$ cat src/rtl/point_readout_scheduler.sv
// Per-frame readout controller: triggers the centroid merge, snapshots the finder
// results and streams them as a framed, XOR-checksummed byte packet.
`timescale 1ns/1ps
module point_readout_scheduler #(
  parameter int MAX_POINTS = 4,
  parameter int FRAME_DIV  = 1,
  parameter int TIMEOUT    = 4096
) (
  input  logic        CLK,
  input  logic        RST,
  input  logic        VGA_VS,
  input  logic        ENABLE,
  input  logic        MERGE_DONE,
  input  logic [2:0]  POINT_COUNT,
  input  logic [63:0] POINTS_H,
  input  logic [63:0] POINTS_V,
  output logic        MERGE_START,
  output logic [7:0]  o_DATA,
  output logic        o_VALID,
  input  logic        i_READY,
  output logic [15:0] o_FRAME_ID,
  output logic [15:0] o_DROP_CNT,
  output logic        o_BUSY
);

  typedef enum logic [1:0] {IDLE, WAIT_MERGE, LATCH, SEND} state_t;

  localparam int TW = $clog2(TIMEOUT + 1);
  localparam int DW = $clog2(FRAME_DIV + 1);
  localparam logic [2:0] MAX_N = 3'(MAX_POINTS);

  state_t        state;
  logic          vs_q;
  logic [DW-1:0] dec_cnt;
  logic [TW-1:0] tmo_cnt;
  logic [2:0]    n;
  logic [63:0]   pts_h;
  logic [63:0]   pts_v;
  logic [4:0]    idx;
  logic [7:0]    chk;

  logic          vs_fall;
  logic          xfer;
  logic          tmo_hit;
  logic [4:0]    nidx;
  logic [4:0]    last_idx;
  logic [3:0]    body;
  logic [15:0]   h_word;
  logic [15:0]   v_word;
  logic [7:0]    chk_next;
  logic [7:0]    next_byte;
  logic [1:0]    drop_inc;
  logic [16:0]   drop_sum;

  assign vs_fall  = vs_q & ~VGA_VS;
  assign xfer     = o_VALID & i_READY;
  assign tmo_hit  = (state == WAIT_MERGE) && !MERGE_DONE && (tmo_cnt == TW'(TIMEOUT - 1));
  assign nidx     = idx + 5'd1;
  assign last_idx = 5'd3 + {n, 2'b00};
  // The 0xA5 sync byte is excluded from the checksum.
  assign chk_next = (idx == 5'd0) ? chk : (chk ^ o_DATA);
  assign body     = 4'(nidx - 5'd3);
  assign h_word   = pts_h[{body[3:2], 4'b0000} +: 16];
  assign v_word   = pts_v[{body[3:2], 4'b0000} +: 16];
  assign drop_inc = {1'b0, vs_fall && (state != IDLE)} + {1'b0, tmo_hit};
  assign drop_sum = {1'b0, o_DROP_CNT} + {15'b0, drop_inc};
  assign o_BUSY   = (state != IDLE);

  // NOTE: next_byte gets a value before any branch so no path leaves it unassigned
  // (an unassigned path would infer a latch).
  always_comb begin
    next_byte = chk_next;
    if (nidx == 5'd1) begin
      next_byte = o_FRAME_ID[7:0];
    end else if (nidx == 5'd2) begin
      next_byte = {5'b00000, n};
    end else if (nidx != last_idx) begin
      case (body[1:0])
        2'd0:    next_byte = h_word[15:8];
        2'd1:    next_byte = h_word[7:0];
        2'd2:    next_byte = v_word[15:8];
        default: next_byte = v_word[7:0];
      endcase
    end
  end

  // NOTE: all state uses non-blocking assignments so every register samples the
  // pre-edge values of the others, independent of statement order.
  always_ff @(posedge CLK or posedge RST) begin
    if (RST) begin
      state       <= IDLE;
      vs_q        <= 1'b0;
      dec_cnt     <= '0;
      tmo_cnt     <= '0;
      n           <= '0;
      pts_h       <= '0;
      pts_v       <= '0;
      idx         <= '0;
      chk         <= '0;
      MERGE_START <= 1'b0;
      o_DATA      <= '0;
      o_VALID     <= 1'b0;
      o_FRAME_ID  <= '0;
      o_DROP_CNT  <= '0;
    end else begin
      vs_q        <= VGA_VS;
      MERGE_START <= 1'b0;
      o_DROP_CNT  <= drop_sum[16] ? 16'hFFFF : drop_sum[15:0];
      case (state)
        IDLE: begin
          if (vs_fall && ENABLE) begin
            dec_cnt <= (dec_cnt == DW'(FRAME_DIV - 1)) ? '0 : dec_cnt + DW'(1);
            if (dec_cnt == '0) begin
              MERGE_START <= 1'b1;
              tmo_cnt     <= '0;
              state       <= WAIT_MERGE;
            end
          end
        end
        WAIT_MERGE: begin
          if (MERGE_DONE)   state   <= LATCH;
          else if (tmo_hit) state   <= IDLE;
          else              tmo_cnt <= tmo_cnt + TW'(1);
        end
        LATCH: begin
          n       <= (POINT_COUNT > MAX_N) ? MAX_N : POINT_COUNT;
          pts_h   <= POINTS_H;
          pts_v   <= POINTS_V;
          chk     <= '0;
          idx     <= '0;
          o_DATA  <= 8'hA5;
          o_VALID <= 1'b1;
          state   <= SEND;
        end
        default: begin
          if (xfer) begin
            if (idx == last_idx) begin
              o_VALID    <= 1'b0;
              o_FRAME_ID <= o_FRAME_ID + 16'd1;
              state      <= IDLE;
            end else begin
              idx    <= nidx;
              chk    <= chk_next;
              o_DATA <= next_byte;
            end
          end
        end
      endcase
    end
  end

endmodule

$ cat config.mk
export PLATFORM = sky130hd
export DESIGN_NAME = point_readout_scheduler
export DESIGN_NICKNAME = d
export VERILOG_FILES = /design/src/rtl/point_readout_scheduler.sv
export SDC_FILE = /design/constraint.sdc
export NUM_CORES = 1
export LEC_CHECK = 0
export BUFFER_PORTS_ARGS = -buffer_cell sky130_fd_sc_hd__buf_2
export CAP_MARGIN = 20
export CELL_PAD_IN_SITES_DETAIL_PLACEMENT = 0
export CELL_PAD_IN_SITES_GLOBAL_PLACEMENT = 1
export CORE_MARGIN = 4
export CORE_UTILIZATION = 38
export CTS_CLUSTER_DIAMETER = 100
export DETAILED_ROUTE_END_ITERATION = 12
export PLACE_DENSITY = 0.87
export SYNTH_ARGS = -nofsm -noshare
export SYNTH_HDL_FRONTEND = slang
export SYNTH_SLANG_ARGS = --single-unit
export TNS_END_PERCENT = 10
$ cat constraint.sdc
create_clock -name CLK -period 6.9 [get_ports CLK]
set_input_delay 1.035 -clock CLK [delete_from_list [all_inputs] [get_ports CLK]]
set_output_delay 1.035 -clock CLK [all_outputs]
set_load 0.01 [all_outputs]
======== Word level (Yosys, flattened, before mapping) ========
Cells that the tools add are included.
word-level totals
  register bits after elaboration ......... 203
  bits of input ports ..................... 137
  output and inout port bits .............. 43
cells by class
  add/sub/neg operators ................... 8
  order comparisons ....................... 1
  equal/unequal tests ..................... 15
  shifts and indexed selects .............. 2
  muxes and demuxes ....................... 35
  bitwise logic cells ..................... 6
  reduce and logical (&&, ||, !) cells .... 22
operator list
  operator                                                                 count
  64-bit by 7-bit indexed part select with 16-bit output                   2
  8-bit 2-to-1 mux                                                         8
  13-bit 2-to-1 mux                                                        4
  8-bit case mux with 2 select lines                                       2
  13-bit case mux with 2 select lines                                      1
  8-bit case mux with 3 select lines                                       1
  16-bit by 2-bit adder with 17-bit output                                 1
  16-bit by 1-bit adder with 16-bit output, second input constant          1
  16-bit 2-to-1 mux                                                        1
  13-bit by 1-bit adder with 13-bit output, second input constant          1
  13-bit by 12-bit equality test with 1-bit output, second input constant  1
  2-bit 2-to-1 mux                                                         6
  5-bit 2-to-1 mux                                                         2
  5-bit case mux with 2 select lines                                       1
  5-bit AND reduction                                                      2
  3-bit AND reduction                                                      3
  2-bit != test, second input constant                                     4
  2-bit nonzero test                                                       4
  4-bit nonzero test                                                       2
  8-bit bitwise XOR                                                        1
  1-bit 2-to-1 mux                                                         6
  2-bit case mux with 3 select lines                                       1
  2-bit by 5-bit adder with 5-bit output, first input constant             1
  5-bit by 1-bit adder with 5-bit output, second input constant            1
  other kinds (23)                                                         32

======== Logic depth before layout (Yosys ltp) ========
  depth after elaboration ................. 10
  depth in mapped cells ................... 13
  mapped depth without buffers ............ 12

======== Worst setup path after synthesis ========
No wires, ideal clock.
  path kind ............................... in2reg
  from .................................... in MERGE_DONE
  to ...................................... reg o_DROP_CNT[10]
  library setup time ...................... 68 ps
  arrival time ............................ 3,071 ps
  required time ........................... 6,832 ps
  setup slack ............................. 3,761 ps
  stages on the path ...................... 10
  path buffers ............................ 1
  cell sequence ........................... or3b_1 > nor2_1 > fa_1 > ha_1 > nand2_1 > or3_1 > nor2_1 > nand3_1 > clkbuf_1 > nand2_1
between the ends
  cells in the longest elaborated chain, start to end .. 6
ends and longest elaborated chain
  item                                      line  text
  start: declaration                        13    input logic MERGE_DONE,
  1-bit logical NOT                         57    assign tmo_hit = (state == WAIT_MERGE) && !MERGE_DONE && (tmo_cnt == TW'(TIMEOUT - 1));
  1-bit logical AND (2 in series)           57
  1-bit by 1-bit adder with 2-bit output    65    assign drop_inc = {1'b0, vs_fall && (state != IDLE)} + {1'b0, tmo_hit};
  16-bit by 2-bit adder with 17-bit output  66    assign drop_sum = {1'b0, o_DROP_CNT} + {15'b0, drop_inc};
  16-bit 2-to-1 mux                         108   o_DROP_CNT <= drop_sum[16] ? 16'hFFFF : drop_sum[15:0];
  end signal: assignment                    108
  end: declaration                          22    output logic [15:0] o_DROP_CNT,
No other way between the ends.
A chain may end at the register's enable or synchronous reset.

======== Worst setup path after layout ========
  from .................................... reg idx[0]
  to ...................................... reg o_DATA[1]
between the ends
  cells in the longest elaborated chain, start to end .. 10
ends and longest elaborated chain
  item                                                                            line  text
  start: declaration                                                              39    logic [4:0] idx;
  start signal: assignment                                                        142   idx <= nidx;
  5-bit by 1-bit adder with 5-bit output                                          58    assign nidx = idx + 5'd1;
  4-bit by 2-bit subtractor with 4-bit output                                     62    assign body = 4'(nidx - 5'd3);
  64-bit by 7-bit indexed part select with 16-bit output (tied with other cells)  64    assign v_word = pts_v[{body[3:2], 4'b0000} +: 16];
  8-bit case mux with 3 select lines                                              78    case (body[1:0])
  8-bit 2-to-1 mux                                                                77    end else if (nidx != last_idx) begin
  8-bit 2-to-1 mux                                                                75    end else if (nidx == 5'd2) begin
  8-bit 2-to-1 mux                                                                73    if (nidx == 5'd1) begin
  8-bit 2-to-1 mux                                                                137   if (idx == last_idx) begin
  8-bit 2-to-1 mux                                                                136   if (xfer) begin
  8-bit case mux with 2 select lines                                              109   case (state)
  end signal: assignment                                                          144   o_DATA <= next_byte;
  end: declaration                                                                18    output logic [7:0] o_DATA,
Parallel ways exist; a longest one is shown, timed or not. The select of a mux whose other input is x is not followed.

==> impl_metrics.env <==
export IMPL_syn_avg_cell_area_sq_um=8.771
export IMPL_worstHoldPathType="reg -> reg"
export IMPL_yosysMostFrequentCell="nand2_1"
export IMPL_min_period_over_period=0.5038
export IMPL_start_kind="register"
export IMPL_skew_ns=0.02398
export IMPL_ios=180
export IMPL_dpl_cell_count=1618
export IMPL_clk_pin_slew_ns=0.06
export IMPL_area_growth_pct=20.06
export IMPL_fin_nets=1457
export IMPL_worst_slack_ns=3.424
export IMPL_slowest_stage="dfrtp_1"
export IMPL_drv_slew=0
export IMPL_max_slew_worst_pin_slew_ns=1.140
export IMPL_drcViolationCount=0
export IMPL_numCtsBuffers=23
export IMPL_stdcell_count=1661
export IMPL_wl_met1_mm=12.80
export IMPL_hold_viol_final=0
export IMPL_root_buffer="clkbuf_16"
export IMPL_final_layout_size_suffix_gt1_frac=0.1885
export IMPL_wl_mm=27.96
export IMPL_synth_cell_types=67
export IMPL_track_usage=0.1860
export IMPL_cp_end_kind="register"
export IMPL_drv_cap=0
export IMPL_place_ws_ns=3.255
export IMPL_seq_area_frac_synth=0.4968
export IMPL_ant_nets=0
export IMPL_die_area_sq_um=29460
export IMPL_wl_met3_mm=1.688
export IMPL_cts_sinks=202
export IMPL_setup_viol=0
export IMPL_wl_met2_mm=12.76
export IMPL_arrival_ns=3.87
export IMPL_power_density_nw_per_um2=493.4
export IMPL_synth_top_cell_area_share=0.4968
export IMPL_io_buffers=179
export IMPL_vias=8685
export IMPL_critPathTopFamily="buffers and inverters"
export IMPL_synthArstFlopShare=1.000
export IMPL_vdd_drop_max_mv=0.2129
export IMPL_fmax_ghz=0.2877
export IMPL_antenna_found_initial=0
export IMPL_place_gp_congestion=0.8957
export IMPL_fp_dieH_um=171.6
export IMPL_netlist_area_sq_um=10170
export IMPL_dpl_hpwl_mm=19.57
export IMPL_synth_area_leaders="dfrtp_1 50%, nand2_1 17%, mux2i_1 3.0%"
export IMPL_synthCells=1160
export IMPL_fillers=2553
export IMPL_rows=59
export IMPL_synth_area_leader_cell="dfrtp_1"
export IMPL_clk_insertion_delay_late_ns=0.53
export IMPL_worstPathRequired_ns=7.29
export IMPL_die_w_um=171.6
export IMPL_critical_path_max_fanout=34
export IMPL_multi_input_area_sq_um=4818
export IMPL_grt_pass1_vias=8564
export IMPL_synth_edf_count=0
export IMPL_leakagePower_nw=6.096
export IMPL_diodes=0
export IMPL_cts_hold_buf=0
export IMPL_grt_pass1_wl_mm=44.83
export IMPL_status="completed"
export IMPL_synth_commonest_cells="469 x nand2_1, 202 x dfrtp_1, 58 x clkbuf_1"
export IMPL_max_slew_margin_rel=0.2333
export IMPL_synth_ff_type="dfrtp_1"
export IMPL_cts_tree="built"
export IMPL_detail_route_wl_per_cell_um=16.83
export IMPL_grt_max_degree=139
export IMPL_path_class="reg -> reg"
export IMPL_synth_nets=1308
export IMPL_avgViaCountPerCell=5.229
export IMPL_cts_setup_buffers=0
export IMPL_ys_seq_elements=202
export IMPL_topRoutingLayerUsed="met4"
export IMPL_cts_resized=0
export IMPL_cp_slowest_stage_delay_ns=0.64
export IMPL_rsz0062_at_grt="false"
export IMPL_path_buf_inv=2
export IMPL_core_area_sq_um=26210
export IMPL_worstPathCellList="inv_1, ha_1, or4_1, o211ai_4, buf_4, mux2_2, a311oi_1, o211ai_1"
export IMPL_overflow=0
export IMPL_cts_max_level=1
export IMPL_drt_first_iter_violations=841
export IMPL_finalSetupTns_ns=0
export IMPL_dr_pass1_iters=5
export IMPL_synth_warnings=0
export IMPL_cts_buffer_depth=3
export IMPL_regArea_sq_um=5055
export IMPL_start_util=0.3883
export IMPL_finalCriticalPeriod_ns=3.476
## cells by family after synthesis
group / after synthesis / share of synthesized area
and+or+nand+nor: 594 / 0.2395
DFF: 202 / 0.4968
AOI/OAI and AO/OA: 173 / 0.1222
buffers and inverters: 80 / 0.03111
xor gates and xnor gates: 53 / 0.04784
muxes: 47 / 0.04820
adders and majority gates: 11 / 0.01426
## power breakdown
part | switching, mW | leakage [nW] | internal [mW]
Sequential | 0.379 | 2.51 | 1.67
Combinational | 1.55 | 3.16 | 1.05
Clock | 0.507 | 0.428 | 0.878
## registers in the layout (all words and copies together) (netlist names)
signal and count:
state 2, o_DATA 8, vs_q 1, pts_h 64, pts_v 64, o_VALID 1
chk 8, n 3, tmo_cnt 13, MERGE_START 1, o_FRAME_ID 16, o_DROP_CNT 16
idx 5
## stage by stage
step                      area, sq um  power [mW]  utilization  hold WS [ns]
after floorplan                 10170       3.902            -        0.4385
after global placement          11320       4.557       0.4318        0.4555
final                           12220       6.028       0.4661        0.4695
after global routing            12220       6.481       0.4661        0.4910
after detailed placement        11320       4.629       0.4318        0.4568
after CTS                       12190       6.043       0.4651        0.4739
## final timing paths
kind                                            start                    endpoint  slack, ns  depth (start not counted)
setup / recovery                   idx[0]$_DFFE_PP0P_       o_DATA[1]$_DFFE_PP0P_       3.42                          8
hold / removal             o_FRAME_ID[15]$_DFFE_PP0P_  o_FRAME_ID[15]$_DFFE_PP0P_       0.47                          1
setup reg to reg                   idx[0]$_DFFE_PP0P_       o_DATA[1]$_DFFE_PP0P_       3.42                          8
hold reg to reg            o_FRAME_ID[15]$_DFFE_PP0P_  o_FRAME_ID[15]$_DFFE_PP0P_       0.47                          1
max in group asynchronous                         RST   o_FRAME_ID[7]$_DFFE_PP0P_       4.75                          3
min in group asynchronous                         RST       pts_v[27]$_DFFE_PP0P_       0.70                          2
## placed cells by master (no fill, tap or decap), drive strengths merged, types with 27 or more instances in the layout
cell	synthesis	routed
nand2	469	469
dfrtp	202	202
buf	6	188
nor2	38	38
clkbuf	58	32
mux2i	31	31
a22oi	30	30
o21ai	29	29
xor2	28	28
nand3	27	27
## layer usage
layer,global-route usage,vias up
li1,-,4215
met1,0.2687,4154
met2,0.2929,273
met3,0.03011,43
met4,0.04788,0
met5,0,-
## worst register-to-register path: cells and delay by family, from the launching register on
family,cells,cell delay [ns]
fa+ha+maj,1,0.38
compound gates,3,0.59
buf+inv,2,0.75
simple gates,1,0.57
mux,1,0.42
flops,1,0.64
## cell type report
type / count / area share
flip-flops and latches: 202 / 0.4138
multi-input cells: 878 / 0.3944
repair buffers: 188 / 0.08051
clock buffers: 32 / 0.05562
well taps: 335 / 0.03431
clock inverters: 10 / 0.01577
inverters: 16 / 0.005531
Power figures use the tool's default switching activity.
